--- src/rtl/debounce_pkg.sv ---
// Shared types and default constants for the key debouncer and its input synchronizer.
package debounce_pkg;

    typedef enum logic [1:0] {
        LOW_STABLE  = 2'd0,
        LOW_TO_HIGH = 2'd1,
        HIGH_STABLE = 2'd2,
        HIGH_TO_LOW = 2'd3
    } state_t;

    localparam int DEFAULT_SYNC_STAGES     = 32'd2;
    localparam int DEFAULT_DEBOUNCE_CYCLES = 32'd50000;

endpackage

--- src/rtl/sync_chain.sv ---
// Plain flop shift chain bringing an asynchronous level into the clk domain.
module sync_chain #(
    parameter int   STAGES    = 2,
    parameter logic RESET_VAL = 1'b0
) (
    input  logic clk,
    input  logic reset,
    input  logic d,
    output logic q
);

    logic [STAGES-1:0] sync_r;

    // Shift the raw level through the chain; reset loads the idle level.
    always_ff @(posedge clk) begin
        if (reset) begin
            sync_r <= {STAGES{RESET_VAL}};
        end else begin
            sync_r <= {sync_r[STAGES-2:0], d};
        end
    end

    assign q = sync_r[STAGES-1];

endmodule

--- src/rtl/key_debouncer.sv ---
// Synchronizes a raw button level and commits a new clean level only after it holds
// DEBOUNCE_CYCLES samples in a row. Build option: DEBOUNCE_ACTIVE_LOW_EN (active-low raw_in).
module key_debouncer
    import debounce_pkg::*;
#(
    parameter int SYNC_STAGES     = DEFAULT_SYNC_STAGES,
    parameter int DEBOUNCE_CYCLES = DEFAULT_DEBOUNCE_CYCLES
) (
    input  logic clk,
    input  logic reset,
    input  logic raw_in,
    output logic clean_out,
    output logic changed
);

    localparam int CNT_W = $clog2(DEBOUNCE_CYCLES + 1);
    localparam logic [CNT_W-1:0] CNT_LAST = CNT_W'(DEBOUNCE_CYCLES - 1);

`ifdef DEBOUNCE_ACTIVE_LOW_EN
    localparam logic RAW_IDLE = 1'b1;
`else
    localparam logic RAW_IDLE = 1'b0;
`endif

    if (SYNC_STAGES < 2) begin : g_bad_sync
        $error("key_debouncer: SYNC_STAGES must be >= 2");
    end
    if (DEBOUNCE_CYCLES < 2) begin : g_bad_cycles
        $error("key_debouncer: DEBOUNCE_CYCLES must be >= 2");
    end

    logic             sync_s;
    logic             din_s;
    state_t           state_r, next_state_s;
    logic [CNT_W-1:0] cnt_r, next_cnt_s;
    logic             clean_r, next_clean_s;
    logic             changed_r, next_changed_s;

    sync_chain #(
        .STAGES    (SYNC_STAGES),
        .RESET_VAL (RAW_IDLE)
    ) u_sync (
        .clk   (clk),
        .reset (reset),
        .d     (raw_in),
        .q     (sync_s)
    );

    // XOR with the idle level makes din active-high in both builds.
    assign din_s = sync_s ^ RAW_IDLE;

    // Next-state, counter and output decisions for the confirmation FSM.
    always_comb begin
        next_state_s   = state_r;
        next_cnt_s     = cnt_r;
        next_clean_s   = clean_r;
        next_changed_s = 1'b0;
        case (state_r)
            LOW_STABLE: begin
                if (din_s) begin
                    next_state_s = LOW_TO_HIGH;
                    next_cnt_s   = CNT_W'(1);
                end else begin
                    next_cnt_s   = '0;
                end
            end
            LOW_TO_HIGH: begin
                if (!din_s) begin
                    next_state_s = LOW_STABLE;
                    next_cnt_s   = '0;
                end else if (cnt_r == CNT_LAST) begin
                    next_state_s   = HIGH_STABLE;
                    next_cnt_s     = '0;
                    next_clean_s   = 1'b1;
                    next_changed_s = 1'b1;
                end else begin
                    next_cnt_s   = cnt_r + CNT_W'(1);
                end
            end
            HIGH_STABLE: begin
                if (!din_s) begin
                    next_state_s = HIGH_TO_LOW;
                    next_cnt_s   = CNT_W'(1);
                end else begin
                    next_cnt_s   = '0;
                end
            end
            HIGH_TO_LOW: begin
                if (din_s) begin
                    next_state_s = HIGH_STABLE;
                    next_cnt_s   = '0;
                end else if (cnt_r == CNT_LAST) begin
                    next_state_s   = LOW_STABLE;
                    next_cnt_s     = '0;
                    next_clean_s   = 1'b0;
                    next_changed_s = 1'b1;
                end else begin
                    next_cnt_s   = cnt_r + CNT_W'(1);
                end
            end
            default: begin
                next_state_s = LOW_STABLE;
                next_cnt_s   = '0;
                next_clean_s = 1'b0;
            end
        endcase
    end

    // State, counter and registered outputs; reset aborts any pending commit.
    always_ff @(posedge clk) begin
        if (reset) begin
            state_r   <= LOW_STABLE;
            cnt_r     <= '0;
            clean_r   <= 1'b0;
            changed_r <= 1'b0;
        end else begin
            state_r   <= next_state_s;
            cnt_r     <= next_cnt_s;
            clean_r   <= next_clean_s;
            changed_r <= next_changed_s;
        end
    end

    assign clean_out = clean_r;
    assign changed   = changed_r;

endmodule

--- config.mk ---
export PLATFORM = sky130hd
export DESIGN_NAME = key_debouncer
export DESIGN_NICKNAME = d
export VERILOG_FILES = /design/src/rtl/debounce_pkg.sv /design/src/rtl/sync_chain.sv /design/src/rtl/key_debouncer.sv
export SDC_FILE = /design/constraint.sdc
export NUM_CORES = 1
export LEC_CHECK = 0
export BUFFER_PORTS_ARGS = -buffer_cell sky130_fd_sc_hd__buf_2
export CAP_MARGIN = 20
export CORE_UTILIZATION = 42
export CTS_BUF_LIST = sky130_fd_sc_hd__clkbuf_16
export DETAILED_ROUTE_END_ITERATION = 12
export PLACE_DENSITY = 0.7
export SLEW_MARGIN = 20
export SYNTH_ARGS = -nofsm -noshare
export SYNTH_HDL_FRONTEND = slang
export SYNTH_SLANG_ARGS = --single-unit
export TNS_END_PERCENT = 1
--- constraint.sdc ---
create_clock -name clk -period 1.8 [get_ports clk]
set_input_delay 0.27 -clock clk [delete_from_list [all_inputs] [get_ports clk]]
set_output_delay 0.27 -clock clk [all_outputs]
set_load 0.01 [all_outputs]
==> After elaboration in Yosys (flattened, before gate mapping) <==
Index checks and enable logic that the tools add are counted.
{ "totals": {"regBits": 22, "latch_bits": 0, "ram_bits": 0, "romBits": 0, "in_bits": 3, "output_inout_bits": 2, "elab_cells": 44, "memories": 0} }
{ "classes": {"add_sub_neg": 1, "n_mul": 0, "div_mod_pow": 0, "magnitude_cmp": 0, "n_eq_ne": 12, "n_shift": 0, "mux": 22, "n_bitwise": 0, "n_reduce_logical": 4} }
{ "ops": {"columns": ["cell", "count"], "rows": [
  ["$pmux W16 S4", 1],
  ["$mux W16", 3],
  ["$add A16 B1 Y16 const B", 1],
  ["$eq A16 B16 Y1 const B", 1],
  ["$mux W2", 6],
  ["$mux W1", 9],
  ["$ne A2 B2 Y1 const B", 4],
  ["$pmux W2 S4", 1],
  ["$reduce_and A5 Y1", 1],
  ["$eq A2 B2 Y1 const B", 2],
  ["$ne A2 B1 Y1 const B", 2],
  ["$pmux W1 S2", 2],
  ["$reduce_and A4 Y1", 1],
  ["$ne A3 B2 Y1 const B", 1],
  ["$ne A3 B3 Y1 const B", 1],
  ["$eq A2 B1 Y1 const B", 1],
  ["$logic_not A2 Y1", 1],
  ["$reduce_bool A2 Y1", 1]
]} }

==> Logic depth before layout (Yosys ltp) <==
Gate-level depths: netlist of the first run.
{ "depth": {"depth_word": 4, "depth_mapped": 7, "mapped_depth_nobuf": 5} }

==> Hierarchy <==
From an unflattened synthesis of the first run, not the netlist that was laid out.
{ "unflattened": {"hier_cells": 104, "hier_area_um2": 960.9} }
{ "by_module_without_submodules": {"columns": ["module", "n_inst", "cells_each", "area_per_inst_um2", "seq_area_each_um2"], "rows": [
  ["key_debouncer", 1, 100, 908.4, 400.4],
  ["sync_chain", 1, 4, 52.6, 40.0]
]} }

==> Worst setup path before layout of the first run <==
OpenSTA, ideal clock, no wires.
{ "synth_timing": {"path_kind": "register to register", "start": "register cnt_r[4]", "end": "register cnt_r[14]", "setup_ps": 115, "t_arrival_ps": 1573, "required_time_ps": 1685, "path_slack_ps": 112, "path_stages_with_launch": 7, "path_buffers": 2, "period_less_slack_ps": 1688, "cell_sequence": "dfxtp_1 or4b_4 nor4_2 or3b_1 buf_4 buf_6 nor2_1"} }
{ "synth_via": {"elab_chain_len": 4, "elab_cells_between_ends": 6, "cone_classes": "1 x add/sub; 1 x eq/ne; 4 x mux"} }
{ "synth_lines": {"columns": ["item", "line_no", "text"], "rows": [
  ["start, declared", "key_debouncer.sv:35", "logic [CNT_W-1:0] cnt_r, next_cnt_s;"],
  ["start signal, assigned", "key_debouncer.sv:118", "cnt_r <= next_cnt_s;"],
  ["$add A16 B1 Y16 or $eq A16 B16 Y1 (tied branches)", null, null],
  ["$mux W16 *", "key_debouncer.sv:71, key_debouncer.sv:92", null],
  ["$mux W16 (on tied branches)", "key_debouncer.sv:89, key_debouncer.sv:68", null],
  ["$pmux W16 S4 *", "key_debouncer.sv:58", "case (state_r)"]
]} }
Mark *: on every way between the ends. The rest lies on a longest branch, timed or not.
A chain may end at the register's enable or synchronous reset.

==> Final worst setup path of the first run <==
{ "layout_timing": {"start": "register cnt_r[5]", "end": "register cnt_r[15]"} }
The elaborated chain is that of the path after synthesis.

==> run_results.csv, run 1 <==
group,metric,value,unit
run_status,status,"complete, no violations",
placed_design,portBuffers,4,
route,viasPerCell,5.38,
global_routing,met2_usage,30.0,%
clock_tree,ctsRootBufferMaster,"clkbuf_16",
synth,synthArstFlopShare,0,%
global_routing,busiest_layer,"met2",
clock_tree,cts_htree_levels,1,
critical_path,worst_setup_path_start_kind,"flip-flop",
timing,finClkSkew,0.000674,ns
synth,yosysSeqAreaShare,45.1,%
critical_path,cpMaxStageDelayCell,"or4_1",
min_path,min_from,"reset",
critical_path,required,1.99,ns
timing,hold_slack,0.227,ns
timing,worst_slack,0.0972,ns
pwr,seqPwrFrac,43.4,%
finish,final_core_util,54.3,%
clock_tree,cts_buffers,3,
clock_tree,clk_pin_slew_worst_paths,0.06,ns
route,routed_wl,1990,um
finish,design_area,0.00119,mm2
pwr,switchingPower,0.200,mW
placed_design,placed_cells,142,
critical_path,crit_buf_inv,0,
timing,drv_slew,0,
die,dieArea,0.00252,mm2
timing,fin_crit_sh,94.6,%
global_routing,antenna_found_initial,0,
critical_path,crit_type,"flip-flop to flip-flop",
critical_path,r2r-end,"cnt_r[15]",
timing,fmax,587,MHz
finish,final_common_cell,"dfxtp_1",
route,drc,0,
clock_tree,clock_sinks,22,
global_routing,grt_pass1_vias,796,
pwr,pwr-share-comb,1.3,%
pwr,power,1.14,mW
synth,netlist_instances,104,
finish,final_cells,146,
pwr,swShare,17.5,%
critical_path,cp_slowest_stage_delay,0.49,ns
critical_path,rrSetupSlack,0.1,ns
finish,num-fill-cells,199,
placed_design,placed_area,0.00107,mm2
global_routing,overflow,0,
synth,ys_warn_count,0,
die,num_rows,17,
min_path,hold_path.class,"primary input to flip-flop",
clock_tree,post_cts_buffers,0,
finish,drive_gt1_share,18.6,%
timing,worstMarginPinSlew,0.333,ns
pwr,vdd_drop_max,631,uV
global_routing,grt_max_degree,14,
critical_path,crit_family,"simple AND/OR/NAND/NOR gates",
die,fp.coreArea,0.00219,mm2
timing,finalSetupTns,0,ns
critical_path,r2r-start,"cnt_r[5]",
timing,rsz0062_at_grt,"false",
pwr,p_int,0.942,mW
critical_path,cp_cell_sequence,"nand4_1, or2_2, or4_1, a21oi_1",
route,avgRoutedWirePerCell,13.6,um
synth,synth.net_count,108,
clock_tree,cts_tree,"done",
synth,synth_edf_count,0,
finish,final_cell_mix,"dfxtp_1 (22), nor2_1 (18), xnor2_1 (8), buf_4 (8)",
run,drv_cap,0,
min_path,hold_depth,2,
clock_tree,insertion_delay,0.26,ns
synth,syn_area,976,um2
synth,syn_area_per_cell,9.38,um2
route,final_antenna_net_count,0,
route,dr.pass1.iters,4,
timing,slew_headroom,77.5,%
placed_design,hpwl,1360,um
global_routing,grt_util_all_layers,18.4,%
pwr,powerDensity,959,mW/mm2
global_routing,grt_use_met1,21.9,%
timing,hold_viol_final,0,
route,via_count,786,
finish,area_delta_synth_final,21.9,%
global_routing,use_met3,2.73,%
global_routing,grt_pass1_wl,3400,um
critical_path,r2r_cells,4,
synth,ys.flop_type,"dfxtp_1",
critical_path,crit_arrival,1.89,ns
critical_path,cp_max_fo,7,
critical_path,end_kind,"flip-flop",
timing,period_needed,1.70,ns
die,io_pins,5,
timing,finalSetupViolCount,0,
die,die_y,50.2,um
finish,antennaDiodeCount,0,
pwr,pwr-share-clk,55.3,%
pwr,leakagePower,0.418,nW
finish,fin_nets,123,
die,start_util,44.5,%
min_path,holdPathEnd,"u_sync.sync_r[1]",
placed_design,routabilityCongestion,0.867,
route,drt-initial-drc-count,25,
die,die_width,50.2,um
synth,ys_ff_latch,22,
clock_tree,clockBufferDepth,2,
synth,yosysUniqueCellTypes,31,
placed_design,place_ws,0.0461,ns
cell usage after synthesis, drive strengths merged (3+ instances only):
| master | count | area (um2) |
|---|---|---|
| dfxtp | 22 | 440 |
| nor2 | 18 | 67.6 |
| xnor2 | 8 | 70.1 |
| nand2 | 5 | 18.8 |
| nand4 | 5 | 31.3 |
| nor2b | 5 | 31.3 |
| nor4 | 5 | 52.6 |
| xor2 | 5 | 43.8 |
| inv | 4 | 15.0 |
| nand3 | 3 | 15.0 |
power by group through the flow:
stage               logic (mW)  clock network [mW]  registers (mW)
floorplan              0.00737                   0           0.507
global placement        0.0141                   0           0.506
detailed placement      0.0149                   0           0.506
CTS                     0.0149               0.631           0.496
global route            0.0168               0.652           0.496
finish                  0.0150               0.631           0.496
layer usage:
metal  share of wire (%)  up-vias  wire (um)
li1                    -      386          -
met1                  46      375        922
met2                  48       18        949
met3                 3.5        7         69
met4                 2.4        0         48
met5                   0        -          0
worst max-delay path by stage:
stage                     slack, ns      start   endpoint  depth (start not counted)
after floorplan                0.11   cnt_r[4]  cnt_r[14]                          6
after global placement         0.11  cnt_r[12]  cnt_r[15]                          5
after detailed placement       0.05  cnt_r[12]  cnt_r[15]                          5
after CTS                      0.04  cnt_r[12]  cnt_r[15]                          5
after global routing          0.009   cnt_r[5]  cnt_r[15]                          4
final                           0.1   cnt_r[5]  cnt_r[15]                          4
layout make-up:
class	count	area, um2	share of cell area (%)
clock buffers	3	75.1	6.31
multi-input cells	76	514	43.2
repair buffers	12	80.1	6.73
clock inverters	1	30.0	2.52
well taps	28	35.0	2.94
flip-flops and latches	22	440	37.0
inverters	4	15.0	1.26
cells by family (layout without fill, tap and decap cells):
logic type,count (synthesis),count (layout),synth area share (%)
mux,2,2,2.05
compound gates,6,6,3.85
buf+inv,6,20,3.46
xor+xnor,13,13,11.7
fa+ha+maj,1,1,1.28
simple gates,54,54,32.6
flops,22,22,45.1
repair_timing:
item | CTS | global route
setup endpoints to repair | 0 | 15
hold buffers | 0 | 0
gates resized for setup | 0 | 2
registers in the layout, indices dropped and copies added (netlist names), named ones only:
name           count
changed            1
clean_out          1
cnt_r             16
state_r            1
u_sync.sync_r      2
Power figures use the tool's default switching activity.
==> run 2, diff against run 1 <==
--- a/config.mk
+++ b/config.mk
@@ -11,6 +11,7 @@
 export CTS_BUF_LIST = sky130_fd_sc_hd__clkbuf_16
 export DETAILED_ROUTE_END_ITERATION = 12
 export PLACE_DENSITY = 0.7
+export RECOVER_POWER = 50
 export SLEW_MARGIN = 20
 export SYNTH_ARGS = -nofsm -noshare
 export SYNTH_HDL_FRONTEND = slang
==> run 2 against run 1 <==
  * Maximum frequency down 0.24%
  * Critical path type unchanged
  * Clock skew hardly changed
  * Highest routed layer unchanged
  * Largest cell class unchanged
  * Final cell count stayed put
==> run_results.csv, run 2 (synthesis gave the netlist of run 1 again) <==
group,metric,value,unit
run_status,status,"complete, no violations",
clock_tree,ctsRootBufferMaster,"clkbuf_16",
timing,worstMarginPinSlew,0.333,ns
timing,finalSetupViolCount,0,
global_routing,antenna_found_initial,0,
clock_tree,clk_pin_slew_worst_paths,0.06,ns
critical_path,crit_end,"cnt_r[6]",
die,die_width,50.2,um
finish,final_common_cell,"dfxtp_1",
route,viasPerCell,5.40,
placed_design,hpwl,1360,um
pwr,seqPwrFrac,43.5,%
die,num_rows,17,
clock_tree,cts_tree,"done",
critical_path,crit_start,"cnt_r[7]",
pwr,powerDensity,963,mW/mm2
finish,multiInputGateArea,514,um2
clock_tree,clock_sinks,22,
critical_path,rrSetupSlack,0.09,ns
critical_path,r2r-end,"cnt_r[6]",
die,fp.coreArea,0.00219,mm2
critical_path,crit_type,"flip-flop to flip-flop",
clock_tree,clockBufferDepth,2,
run,drv_cap,0,
finish,num-fill-cells,199,
global_routing,grt_pass1_wl,3400,um
global_routing,overflow,0,
clock_tree,cts_buffers,3,
finish,final_cells,146,
finish,final_cell_mix,"dfxtp_1 (22), nor2_1 (18), xnor2_1 (8)",
pwr,pwr-share-comb,1.3,%
route,via_count,789,
clock_tree,ctsHoldBuffers,0,
die,die_y,50.2,um
finish,fin_nets,123,
clock_tree,cts_htree_levels,1,
route,drc,0,
die,dieArea,0.00252,mm2
die,io_pins,5,
placed_design,placed_cells,142,
timing,finClkSkew,0.000674,ns
critical_path,r2r_cells,5,
pwr,leakagePower,0.409,nW
min_path,hold_path.class,"primary input to flip-flop",
route,dr.pass1.iters,4,
clock_tree,insertion_delay,0.26,ns
pwr,swShare,17.5,%
finish,area_delta_synth_final,21.4,%
placed_design,portBuffers,4,
timing,finalSetupTns,0,ns
critical_path,required,1.95,ns
global_routing,grt_max_degree,14,
finish,register_area,440,um2
global_routing,grt_pass1_vias,796,
finish,top_regs,"cnt_r x16, u_sync.sync_r x2",
critical_path,crit_arrival,1.86,ns
timing,drv_slew,0,
critical_path,end_kind,"flip-flop",
critical_path,worst_setup_path_start_kind,"flip-flop",
route,routed_wl,1980,um
route,avgRoutedWirePerCell,13.6,um
timing,hold_viol_final,0,
timing,fin_crit_sh,94.8,%
pwr,switchingPower,0.199,mW
timing,period_needed,1.71,ns
route,drt-initial-drc-count,29,
critical_path,cp_max_fo,7,
timing,fmax,586,MHz
finish,drive_gt1_share,16.9,%
timing,rsz0062_at_grt,"false",
critical_path,r2r-start,"cnt_r[7]",
timing,slew_headroom,77.5,%
pwr,vdd_drop_max,630,uV
finish,regMostFlops,"cnt_r",
placed_design,routabilityCongestion,0.867,
finish,antennaDiodeCount,0,
pwr,p_int,0.941,mW
finish,largest_register_ffs,16,
route,final_antenna_net_count,0,
die,start_util,44.5,%
global_routing,grt_util_all_layers,18.4,%
pwr,pwr-share-clk,55.3,%
[run 2: timing repair]
| action | 4_1_cts | 5_1_grt |
|---|---|---|
| setup endpoints to repair | 0 | 15 |
| buffers inserted | 0 | 0 |
| gates resized for setup | 0 | 2 |
[run 2: routing by layer]
metal  vias up  wire length, um  GRT usage, %
met5         -                0             0
met4         0               48          13.3
met3         7               70          2.73
met2        24              947          30.0
met1       372              917          21.9
li1        386                -             -
[run 2: power groups by stage]
stage	Combinational (mW)	Clock, mW	Sequential (mW)
after floorplan	0.00737	0	0.507
after global placement	0.0141	0	0.506
after detailed placement	0.0149	0	0.506
after CTS	0.0149	0.631	0.496
after global routing	0.0162	0.652	0.496
final	0.0144	0.631	0.496
[run 2: worst min path at each step]
stage | from | end | slack, ns | cells after the start
2_1_floorplan | reset | clean_out | 0.34 | 1
3_3_place_gp | u_sync.sync_r[0] | u_sync.sync_r[1] | 0.42 | 1
3_5_place_dp | u_sync.sync_r[0] | u_sync.sync_r[1] | 0.43 | 1
4_1_cts | reset | u_sync.sync_r[1] | 0.22 | 2
5_1_grt | raw_in | u_sync.sync_r[0] | 0.24 | 2
6_report | reset | u_sync.sync_r[1] | 0.23 | 2
[run 2: layout make-up]
cell class | instances | area share, %
Clock inverter | 1 | 2.53
Sequential cell | 22 | 37.2
Tap cell | 28 | 2.96
Clock buffer | 3 | 6.34
Multi-Input combinational cell | 76 | 43.4
Inverter | 4 | 1.27
Timing Repair Buffer | 12 | 6.34
[run 2: critical path, cell delays in order (launching register included)]
cell and delay [ns]:
dfxtp_1 0.33, or4b_4 0.56, nor4_4 0.28, or3b_1 0.18, clkbuf_2 0.19, nor2_1 0.07
[run 2: metrics by stage]
stage	setup WS (ns)	hold WS, ns	power [mW]	area (um2)	utilization, %
4_1_cts	0.0351	0.222	1.14	1180	53.7
3_3_place_gp	0.115	0.424	0.520	1070	48.9
6_report	0.0931	0.227	1.14	1180	54.1
2_1_floorplan	0.112	0.339	0.514	976	-
5_1_grt	0.00441	0.237	1.16	1180	54.1
3_5_place_dp	0.0461	0.430	0.521	1070	48.9
==> run 3, diff against run 2 <==
--- a/config.mk
+++ b/config.mk
@@ -8,7 +8,6 @@
 export BUFFER_PORTS_ARGS = -buffer_cell sky130_fd_sc_hd__buf_2
 export CAP_MARGIN = 20
 export CORE_UTILIZATION = 42
-export CTS_BUF_LIST = sky130_fd_sc_hd__clkbuf_16
 export DETAILED_ROUTE_END_ITERATION = 12
 export PLACE_DENSITY = 0.7
 export RECOVER_POWER = 50
==> run 3 against run 2 <==
  * Count of clock-buffer cells in the layout is the same
  * Non-clock buffer count unchanged
  * Clock power decreased by 39%
  * Core utilization decreased by 2.3 points
  * Combinational power about the same
  * Global-route usage is 1.7 points lower
  * Via count shrank 3.2%
  * Total power fell by 22%
  * Sequential share of layout area up 1.6 points
  * Register-to-register slack barely moved
  * Final cell count is the same
  * Critical endpoint is now cnt_r[15]
==> run_results.csv, run 3 (synthesis gave the netlist of run 1 again) <==
group,metric,value,unit
route,dr.pass1.iters,4,
pwr,power,0.892,mW
timing,slew_headroom,77.5,%
finish,largest_register_ffs,16,
route,routed_wl,1800,um
critical_path,crit_arrival,1.92,ns
timing,fin_crit_sh,94.9,%
timing,fmax,585,MHz
run,drv_cap,0,
route,via_count,764,
die,io_pins,5,
min_path,hold_depth,2,
critical_path,rrSetupSlack,0.09,ns
timing,drv_slew,0,
run_status,status,"complete, no violations",
global_routing,grt_max_degree,14,
global_routing,overflow,0,
placed_design,portBuffers,4,
critical_path,crit_type,"flip-flop to flip-flop",
clock_tree,clockBufferDepth,2,
pwr,pwr-share-comb,1.6,%
critical_path,r2r_cells,5,
global_routing,grt_pass1_wl,3170,um
timing,finalSetupViolCount,0,
critical_path,cp_max_fo,8,
pwr,pwr-share-clk,42.8,%
pwr,vdd_drop_max,531,uV
timing,worstMarginPinSlew,0.334,ns
min_path,hold_path.class,"primary input to flip-flop",
route,viasPerCell,5.23,
critical_path,r2r-end,"cnt_r[15]",
critical_path,cp_slowest_stage_delay,0.57,ns
timing,hold_viol_final,0,
route,avgRoutedWirePerCell,12.3,um
global_routing,grt_pass1_vias,756,
die,start_util,44.5,%
route,final_antenna_net_count,0,
critical_path,end_kind,"flip-flop",
finish,top_regs,"cnt_r x16, u_sync.sync_r x2",
critical_path,cpMaxStageDelayCell,"or4b_4",
clock_tree,cts_htree_levels,1,
pwr,swShare,18.8,%
placed_design,routabilityCongestion,0.867,
finish,antennaDiodeCount,0,
global_routing,grt_util_all_layers,16.7,%
clock_tree,cts_tree,"done",
critical_path,worst_setup_path_start_kind,"flip-flop",
pwr,leakagePower,0.386,nW
timing,period_needed,1.71,ns
placed_design,hpwl,1360,um
critical_path,required,2.01,ns
min_path,min_from,"reset",
die,num_rows,17,
die,die_y,50.2,um
timing,rsz0062_at_grt,"false",
die,fp.coreArea,0.00219,mm2
finish,drive_gt1_share,16.9,%
clock_tree,ctsRootBufferMaster,"clkbuf_4",
critical_path,cp_cell_sequence,"or4b_4, nor4_4, or3b_1, buf_4, a21oi_1",
die,die_width,50.2,um
finish,final_cell_mix,"dfxtp_1 (22), nor2_1 (18), xnor2_1 (8), buf_4 (8)",
timing,finalSetupTns,0,ns
timing,finClkSkew,0.00793,ns
min_path,holdPathEnd,"u_sync.sync_r[1]",
route,drc,0,
pwr,powerDensity,786,mW/mm2
critical_path,crit_buf_inv,1,
critical_path,r2r-start,"cnt_r[4]",
finish,regMostFlops,"cnt_r",
clock_tree,clk_pin_slew_worst_paths,0.13,ns
finish,area_delta_synth_final,16.3,%
route,drt-initial-drc-count,14,
finish,final_common_cell,"dfxtp_1",
clock_tree,clock_sinks,22,
pwr,seqPwrFrac,55.6,%
clock_tree,ctsHoldBuffers,0,
finish,fin_nets,123,
clock_tree,cts_buffers,3,
critical_path,path_depth,5,
pwr,p_int,0.724,mW
global_routing,antenna_found_initial,0,
critical_path,crit_family,"simple AND/OR/NAND/NOR gates",
pwr,switchingPower,0.167,mW
die,dieArea,0.00252,mm2
clock_tree,insertion_delay,0.31,ns
==> run 3: cell count changes in the layout (fill, tap and decap cells not counted), sizes merged <==
| cell | change |
|---|---|
| buf | +1 |
| clkbuf | -1 |
==> run 3: layout make-up <==
| class | count | area (um2) |
|---|---|---|
| multi-input cells | 76 | 514 |
| repair buffers | 12 | 77.6 |
| fillers | 204 | 1060 |
| well taps | 28 | 35.0 |
| flip-flops and latches | 22 | 440 |
| clock inverters | 1 | 30.0 |
| inverters | 4 | 15.0 |
| clock buffers | 3 | 22.5 |
==> run 3: what timing repair did <==
action,in CTS,in global routing
resized for setup,0,3
setup endpoints to repair,0,15
setup buffers,0,0
==> run 3: stage by stage <==
step / hold slack (ns) / setup slack [ns] / instance area (um2) / util [%] / instances
2_1_floorplan: 0.339 / 0.112 / 976 / - / 104
3_3_place_gp: 0.424 / 0.115 / 1070 / 48.9 / 142
3_5_place_dp: 0.430 / 0.0461 / 1070 / 48.9 / 142
4_1_cts: 0.145 / 0.0284 / 1120 / 51.3 / 146
5_1_grt: 0.160 / 0.00595 / 1130 / 51.8 / 146
6_report: 0.158 / 0.0919 / 1130 / 51.8 / 146
==> run 3: worst max path at each step <==
stage	slack, ns	endpoint	from
2_1_floorplan	0.11	cnt_r[14]	cnt_r[4]
3_3_place_gp	0.11	cnt_r[15]	cnt_r[12]
3_5_place_dp	0.05	cnt_r[15]	cnt_r[12]
4_1_cts	0.03	cnt_r[15]	cnt_r[12]
5_1_grt	0.006	cnt_r[15]	cnt_r[4]
6_report	0.09	cnt_r[15]	cnt_r[4]
==> run 3: power by group through the flow <==
stage	Combinational (mW)	Sequential, mW	Clock [mW]
final	0.0144	0.496	0.382
after global routing	0.0162	0.497	0.406
after CTS	0.0149	0.496	0.390
after detailed placement	0.0149	0.506	0
after global placement	0.0141	0.506	0
after floorplan	0.00737	0.507	0
==> run 3: routing by layer <==
metal | track usage, % | up-vias | wire [um]
li1 | - | 385 | -
met1 | 20.9 | 353 | 864
met2 | 28.0 | 22 | 845
met3 | 1.82 | 4 | 59
met4 | 8.57 | 0 | 25
met5 | 0 | - | 0
